$ cat src/rtl/intersection_phase_scheduler.sv
// Tick-driven green/yellow/all-red/walk sequencer for a main/side/pedestrian intersection.
// Optional PED_FLASH_EN: pedestrian light flashes during clearance instead of holding red.
module intersection_phase_scheduler #(
    parameter int unsigned MIN_GREEN = 5,
    parameter int unsigned MAX_GREEN = 9,
    parameter int unsigned YELLOW    = 3,
    parameter int unsigned ALL_RED   = 1,
    parameter int unsigned WALK      = 7,
    parameter int unsigned PED_CLR   = 3
) (
    input  logic       clk,
    input  logic       rst,
    input  logic       tick,
    input  logic       side_req,
    input  logic       ped_req,
    output logic [2:0] main_light,
    output logic [2:0] side_light,
    output logic [1:0] ped_light,
    output logic [3:0] countdown,
    output logic [2:0] phase,
    output logic       side_wait,
    output logic       ped_wait
);

    typedef enum logic [2:0] {
        S_MAIN_G   = 3'd0,
        S_MAIN_Y   = 3'd1,
        S_ALLRED_A = 3'd2,
        S_SIDE_G   = 3'd3,
        S_SIDE_Y   = 3'd4,
        S_PED_WALK = 3'd5,
        S_PED_CLR  = 3'd6,
        S_ALLRED_B = 3'd7
    } phase_t;

    phase_t     r_phase, w_nphase;
    logic [3:0] r_cnt, w_ncnt;
    logic [3:0] r_ext, w_next_ext;
    logic       r_side_wait, r_ped_wait, r_last_ped;
    logic [2:0] r_main, r_side, w_main, w_side;
    logic [1:0] r_ped, w_ped_base;
    logic       w_entry_side, w_entry_walk;

    always_comb begin
        w_nphase   = r_phase;
        w_ncnt     = r_cnt;
        w_next_ext = r_ext;
        if (tick) begin
            if (r_phase == S_MAIN_G) begin
                // Green rest: countdown parks at 0 until something is waiting
                if (r_cnt <= 4'd1) begin
                    if (r_side_wait || r_ped_wait) begin
                        w_nphase = S_MAIN_Y;
                        w_ncnt   = 4'(YELLOW);
                    end else begin
                        w_ncnt = '0;
                    end
                end else begin
                    w_ncnt = r_cnt - 4'd1;
                end
            end else if (r_cnt > 4'd1) begin
                w_ncnt = r_cnt - 4'd1;
            end else begin
                case (r_phase)
                    S_MAIN_Y: begin
                        w_nphase = S_ALLRED_A;
                        w_ncnt   = 4'(ALL_RED);
                    end
                    S_ALLRED_A: begin
                        if (r_ped_wait && (!r_side_wait || !r_last_ped)) begin
                            w_nphase = S_PED_WALK;
                            w_ncnt   = 4'(WALK);
                        end else if (r_side_wait) begin
                            w_nphase   = S_SIDE_G;
                            w_ncnt     = 4'(MIN_GREEN);
                            w_next_ext = 4'(MAX_GREEN - MIN_GREEN);
                        end else begin
                            w_nphase = S_MAIN_G;
                            w_ncnt   = 4'(MIN_GREEN);
                        end
                    end
                    S_SIDE_G: begin
                        // Extension keeps countdown at 1 while the sensor stays occupied
                        if (side_req && (r_ext != 4'd0)) begin
                            w_next_ext = r_ext - 4'd1;
                        end else begin
                            w_nphase = S_SIDE_Y;
                            w_ncnt   = 4'(YELLOW);
                        end
                    end
                    S_SIDE_Y, S_PED_CLR: begin
                        w_nphase = S_ALLRED_B;
                        w_ncnt   = 4'(ALL_RED);
                    end
                    S_PED_WALK: begin
                        w_nphase = S_PED_CLR;
                        w_ncnt   = 4'(PED_CLR);
                    end
                    default: begin
                        w_nphase = S_MAIN_G;
                        w_ncnt   = 4'(MIN_GREEN);
                    end
                endcase
            end
        end
    end

    always_comb begin
        w_entry_side = (w_nphase == S_SIDE_G) && (r_phase != S_SIDE_G);
        w_entry_walk = (w_nphase == S_PED_WALK) && (r_phase != S_PED_WALK);
        w_main       = 3'b100;
        w_side       = 3'b100;
        w_ped_base   = 2'b10;
        case (w_nphase)
            S_MAIN_G:   w_main     = 3'b001;
            S_MAIN_Y:   w_main     = 3'b010;
            S_SIDE_G:   w_side     = 3'b001;
            S_SIDE_Y:   w_side     = 3'b010;
            S_PED_WALK: w_ped_base = 2'b01;
            default:    ;
        endcase
    end

    always_ff @(posedge clk) begin
        if (rst) begin
            r_phase     <= S_MAIN_G;
            r_cnt       <= 4'(MIN_GREEN);
            r_ext       <= '0;
            r_side_wait <= 1'b0;
            r_ped_wait  <= 1'b0;
            r_last_ped  <= 1'b0;
            r_main      <= 3'b001;
            r_side      <= 3'b100;
            r_ped       <= 2'b10;
        end else begin
            r_phase <= w_nphase;
            r_cnt   <= w_ncnt;
            r_ext   <= w_next_ext;
            if (w_entry_side)
                r_side_wait <= 1'b0;
            else if (side_req && (r_phase != S_SIDE_G))
                r_side_wait <= 1'b1;
            if (w_entry_walk)
                r_ped_wait <= 1'b0;
            else if (ped_req && (r_phase != S_PED_WALK) && (r_phase != S_PED_CLR))
                r_ped_wait <= 1'b1;
            if (w_entry_walk)
                r_last_ped <= 1'b1;
            else if (w_entry_side)
                r_last_ped <= 1'b0;
            r_main <= w_main;
            r_side <= w_side;
`ifdef PED_FLASH_EN
            if (tick && (r_phase == S_PED_CLR) && (w_nphase == S_PED_CLR))
                r_ped <= r_ped ^ 2'b10;
            else
                r_ped <= w_ped_base;
`else
            r_ped <= w_ped_base;
`endif
        end
    end

    assign main_light = r_main;
    assign side_light = r_side;
    assign ped_light  = r_ped;
    assign countdown  = r_cnt;
    assign phase      = r_phase;
    assign side_wait  = r_side_wait;
    assign ped_wait   = r_ped_wait;

endmodule

$ cat config.mk
export PLATFORM = sky130hd
export DESIGN_NAME = intersection_phase_scheduler
export DESIGN_NICKNAME = d
export VERILOG_FILES = /design/src/rtl/intersection_phase_scheduler.sv
export SDC_FILE = /design/constraint.sdc
export NUM_CORES = 1
export LEC_CHECK = 0
export BUFFER_PORTS_ARGS = -buffer_cell sky130_fd_sc_hd__buf_4
export CAP_MARGIN = 20
export CORE_MARGIN = 3
export CORE_UTILIZATION = 35
export CTS_CLUSTER_DIAMETER = 120
export DETAILED_ROUTE_END_ITERATION = 16
export SYNTH_ARGS = -nofsm -noshare
export SYNTH_HDL_FRONTEND = slang
export SYNTH_SLANG_ARGS = --single-unit
$ cat constraint.sdc
create_clock -name clk -period 5 [get_ports clk]
set_input_delay 0.25 -clock clk [delete_from_list [all_inputs] [get_ports clk]]
set_output_delay 0.25 -clock clk [all_outputs]
set_load 0.01 [all_outputs]
* Yosys cells after proc, flatten, opt, wreduce, memory -nomap -nowiden
Cells that the tools add are included.
Word-level totals: bits of input ports 5, register bits 22, word-level logic and storage cells 79, output and inout port bits 17
Operators by class: bitwise operators 2, muxes and demuxes 25, reduce and logical (&&, ||, !) cells 22, eq/ne operators 17, add/subtract/negate cells 2, order comparisons 2
Operators by type and width (number):
- $mux W4 | 7
- $mux W3 | 7
- $pmux W4 S4 | 1
- $eq A3 B3 Y1 const B | 5
- $pmux W3 S5 | 1
- $pmux W3 S2 | 2
- $eq A3 B2 Y1 const B | 3
- $mux W2 | 4
- $pmux W4 S2 | 1
- $sub A4 B1 Y4 const B | 2
- $logic_and A1 B1 Y1 | 7
- $reduce_and A7 Y1 | 1
- $eq A3 B1 Y1 const B | 2
- $logic_not A3 Y1 | 2
- $ne A2 B2 Y1 const B | 3
- $ne A3 B3 Y1 const B | 2
- $reduce_or A2 Y1 | 3
- $gt A4 B1 Y1 const B | 1
- $le A4 B1 Y1 const B | 1
- $ne A4 B4 Y1 const B | 1
- $reduce_bool A2 Y1 | 2
- $reduce_bool A4 Y1 | 1
- $ne A3 B2 Y1 const B | 1
- $reduce_or A3 Y1 | 1
- 5 further kinds | 9

* Logic depth before layout (Yosys ltp)
depth in word-level cells 12, mapped depth 8

* Least setup slack after synthesis
Ideal clock, no wire load.
path kind reg-to-reg, from reg r_cnt[0] (netlist: countdown[0]), to reg r_ped_wait (netlist: ped_wait), period minus slack after synthesis 2.011 ns, arrival 1.891 ns, stages on the path, launching flop included 8, required time 4.880 ns, path buffers 0, setup slack 2.989 ns, path through dfxtp_1 -> inv_1 -> ha_1 -> or2_2 -> nand3_2 -> o31ai_1 -> a211o_1 -> o31a_1
On the way: longest elaborated chain between the ends 7
Ends and longest elaborated chain:
- from (decl) | line 37 | logic [3:0] r_cnt, w_ncnt;
- from (signal assigned) | line 127 | r_cnt <= 4'(MIN_GREEN);
- from (signal assigned) | line 137 | r_cnt <= w_ncnt;
- $gt A4 B1 Y1 / $le A4 B1 Y1 (equally long branches) | line 61, 51
- $mux W3 (on tied branches) | line 61, 51
- $mux W3 * | line 49 | if (r_phase == S_MAIN_G) begin
- $mux W3 * | line 48 | if (tick) begin
- $eq A3 B3 Y1 * | line 110 | w_entry_walk = (w_nphase == S_PED_WALK) && (r_phase != S_PED_WALK);
- $logic_and A1 B1 Y1 * | line 110
- $reduce_or A2 Y1 (no source line) *
- to (signal assigned) | line 130 | r_ped_wait <= 1'b0;
- to (signal assigned) | line 144 | r_ped_wait <= 1'b0;
- to (signal assigned) | line 146 | r_ped_wait <= 1'b1;
- to (decl) | line 39 | logic r_side_wait, r_ped_wait, r_last_ped;
Every way passes the cells marked *; elsewhere a longest branch is shown, timed or not. A chain may end at the register's enable or synchronous reset.

* Worst setup path after layout
from reg r_cnt[0] (netlist: countdown[0]), to reg r_side[2] (netlist: side_light[2])
On the way: longest elaborated chain between the ends 6
Ends and longest elaborated chain:
- $gt A4 B1 Y1 / $le A4 B1 Y1 (equally long branches) | line 61, 51
- $mux W3 (on tied branches) | line 61, 51
- $mux W3 * | line 49
- $mux W3 * | line 48
- $eq A3 B3 Y1 / $eq A3 B2 Y1 (equally long branches) | line 114 | case (w_nphase)
- $pmux W3 S2 * | line 114
- to (signal assigned) | line 152 | r_side <= w_side;
- to (decl) | line 40 | logic [2:0] r_main, r_side, w_main, w_side;
Marked as above.

==> impl_metrics.tcl <==
set metrics [dict create \
    vdd_ir_drop_max_mv 0.1418 \
    critical_path.cell_chain "inv_1, ha_1, or2_2, and3_1, a311oi_2, nand3_1, a2bb2oi_1" \
    yosysTopAreaCell "dfxtp_1" \
    dieHeight_um 64 \
    postCtsSetupRepairBufs 0 \
    hold_path_end "countdown[1]$_SDFFE_PP0P_" \
    viasPerCell 5.559 \
    p_switching_w 0.0001022 \
    layout_commonest_cell "dfxtp_1" \
    clk_latency_ps 310 \
    numCtsBuffers 3 \
    place_hpwl_mm 2.079 \
    routedWlPerCell_um 14.29 \
    slew_headroom 0.5850 \
    cts_resized 0 \
    grt_overflow 0 \
    p_int_w 0.0002969 \
    ys_seq_elements 22 \
    vias 1084 \
    cts_root_buf "clkbuf_4" \
    min_from "tick" \
    min_period_over_period 0.4277 \
    ant_nets 0 \
    max_freq_ghz 0.4676 \
    min_path_type "input port to register" \
    cpMaxStageDelayCell "dfxtp_1" \
    ys_seq_area_frac 0.3741 \
    dieArea_mm2 0.004096 \
    grt_pass1_wl_mm 5.064 \
    core_mm2 0.003128 \
    grt_max_degree 17 \
    cp.arrival_ps 2340 \
    period_minus_slack_ps 2139 \
    crit_path_end_kind "register" \
    combPwrFrac 0.170 \
    drt-total-wl_mm 2.786 \
    r2r-start "countdown[0]$_SDFFE_PP1P_" \
    synth.area.top_cells "dfxtp_1 37%, a21oi_1 4.7%, ha_1 3.2%" \
    pwr-share-seq 0.489 \
    syn_to_final_growth_pct 19.77 \
    hold_buffers 0 \
    cp_top_family "simple AND/OR/NAND/NOR gates" \
    start_kind "register" \
    layout_common_cells "22 x dfxtp_1, 21 x buf_4, 11 x a21oi_1" \
    drive_above_1_share 0.2384 \
    syn_area_per_cell_um2 8.920 \
    syn_inst 132 \
    hold_depth 2 \
    yosysWarnings 0 \
    cts.reportedPaths.clkPinSlew_ps 120 \
    antenna_found_initial 0 \
    hold_viol 0 \
    whs_ps 224.5 \
    worst_pin_slew_ps 621.7 \
    grt_pass1_vias 1083 \
    p_clk_frac 0.341 \
    route.detailed.drc 0 \
    cts-htree-levels 1 \
    drt_iter0_markers 56 \
    p_per_area_mw_per_mm2 283.0 \
    fin_skew_ps 2.031 \
    yosysTopAreaCellShare 0.3741 \
    fin_nets 160 \
    worstPathRequired_ps 5200 \
    swShare 0.2560 \
    leakage_nw 0.5476 \
    ys.flop_type "dfxtp_1" \
    async_reset_ff_frac 0 \
    setup_violations 0 \
    finalMaxSlewViolations 0 \
    globalRouteTotalUtil 0.1525 \
    status "finished clean" \
    synth_edf_count 0 \
    cp_num_buf_inv 1 \
    cts.sinks 22 \
    drt-pass1-iter-count 4 \
    pin_count 22 \
    r2r_setup_slack_ps 2860 \
    max_stage_delay_ps 440 \
    antenna_cells 0 \
    place_congestion 0.8102 \
    r2r-end "side_light[2]$_SDFF_PP1_" \
    die_w_um 64 \
    rsz0062_at_grt "no" \
    syn_area_mm2 0.001177 \
    setup_tns_ps 0 \
    cts_tree "done" \
    fp-row-count 20 \
    critPathMaxFanout 6 \
    synth_nets 140 \
    yosysUniqueCellTypes 45 \
    drv_cap 0 \
    start_util 0.3764 \
    io_buffers 21 \
    worst_r2r_path_depth 7 \
    worst-setup-path-type "register to register" \
    clk_path_buf_depth 2 \
]
[cell type report]
| class | instances | area, um^2 |
|---|---|---|
| Clock buffer | 3 | 22.52 |
| Clock inverter | 1 | 30.03 |
| Fill cell | 318 | 1718 |
| Inverter | 9 | 33.78 |
| Multi-Input combinational cell | 95 | 670.6 |
| Sequential cell | 22 | 440.4 |
| Tap cell | 44 | 55.05 |
| Timing Repair Buffer | 21 | 157.7 |
[kinds of logic after synthesis]
family / Yosys count / share of synthesized area
DFF: 22 / 0.3741
buffers and inverters: 15 / 0.05632
and+or+nand+nor: 45 / 0.2381
adders and majority gates: 3 / 0.03188
AOI/OAI and AO/OA: 45 / 0.2827
muxes: 2 / 0.01700
[through the flow]
step | utilization | setup slack, ps | cells | instance area (um^2) | total power, W
4_1_cts | 0.4508 | 2847 | 195 | 1410 | 0.0004029
3_3_place_gp | 0.4340 | 2961 | 191 | 1358 | 0.0002655
2_1_floorplan | - | 2989 | 132 | 1177 | 0.0002405
6_report | 0.4508 | 2861 | 195 | 1410 | 0.0003990
3_5_place_dp | 0.4340 | 2887 | 191 | 1358 | 0.0002666
5_1_grt | 0.4508 | 2632 | 195 | 1410 | 0.0004193
[registers in the layout (all words and copies together), names as in the netlist, 2 cells and up]
name / count
countdown: 4
main_light: 3
ped_light: 2
phase: 3
r_ext: 4
side_light: 3
[cells in the mapped netlist (all sizes together) (3+ instances only)]
master and number:
nand2 7, a311oi 3, nand3b 3, buf 3, clkbuf 3, inv 9
nand2b 3, a21o 3, a211oi 3, o21ai 6, dfxtp 22, nor3 5
ha 3, nand3 7, nor2 6, a21oi 11, a31oi 5
[power by group through the flow]
| stage | registers [W] | clock network (W) | logic [W] |
|---|---|---|---|
| CTS | 0.000195 | 0.000140 | 0.0000681 |
| floorplan | 0.000199 | 0 | 0.0000413 |
| global route | 0.000198 | 0.000148 | 0.0000742 |
| finish | 0.000195 | 0.000136 | 0.0000678 |
| global placement | 0.000199 | 0 | 0.0000669 |
| detailed placement | 0.000199 | 0 | 0.0000675 |
[per-layer routing]
metal / vias up / global-route usage / wire length [um]
met4: 0 / 0.03504 / 19
met5: - / 0 / 0
met2: 18 / 0.2413 / 1339
met1: 527 / 0.2069 / 1342
met3: 2 / 0.03866 / 85
li1: 537 / - / -
[worst reg2reg max path: cells and delay by family (launching register included)]
| family | cells | cell delay (ps) |
|---|---|---|
| AO/OA/AOI/OAI | 2 | 530 |
| buffers and inverters | 1 | 70 |
| adder cells (fa/ha/maj) | 1 | 210 |
| flip-flops | 1 | 440 |
| AND/OR/NAND/NOR | 3 | 790 |
[worst max path at each step]
stage                     cells after the start                       from                       end
after floorplan                               7  countdown[0]$_SDFFE_PP1P_     ped_wait$_SDFFE_PP0P_
after global placement                        7  countdown[0]$_SDFFE_PP1P_     ped_wait$_SDFFE_PP0P_
after detailed placement                      7  countdown[0]$_SDFFE_PP1P_  side_light[2]$_SDFF_PP1_
after CTS                                     7  countdown[0]$_SDFFE_PP1P_  side_light[2]$_SDFF_PP1_
after global routing                          5        phase[1]$_SDFF_PP0_  side_light[2]$_SDFF_PP1_
final                                         7  countdown[0]$_SDFFE_PP1P_  side_light[2]$_SDFF_PP1_
Note: power is estimated with default switching activity, not from simulation.
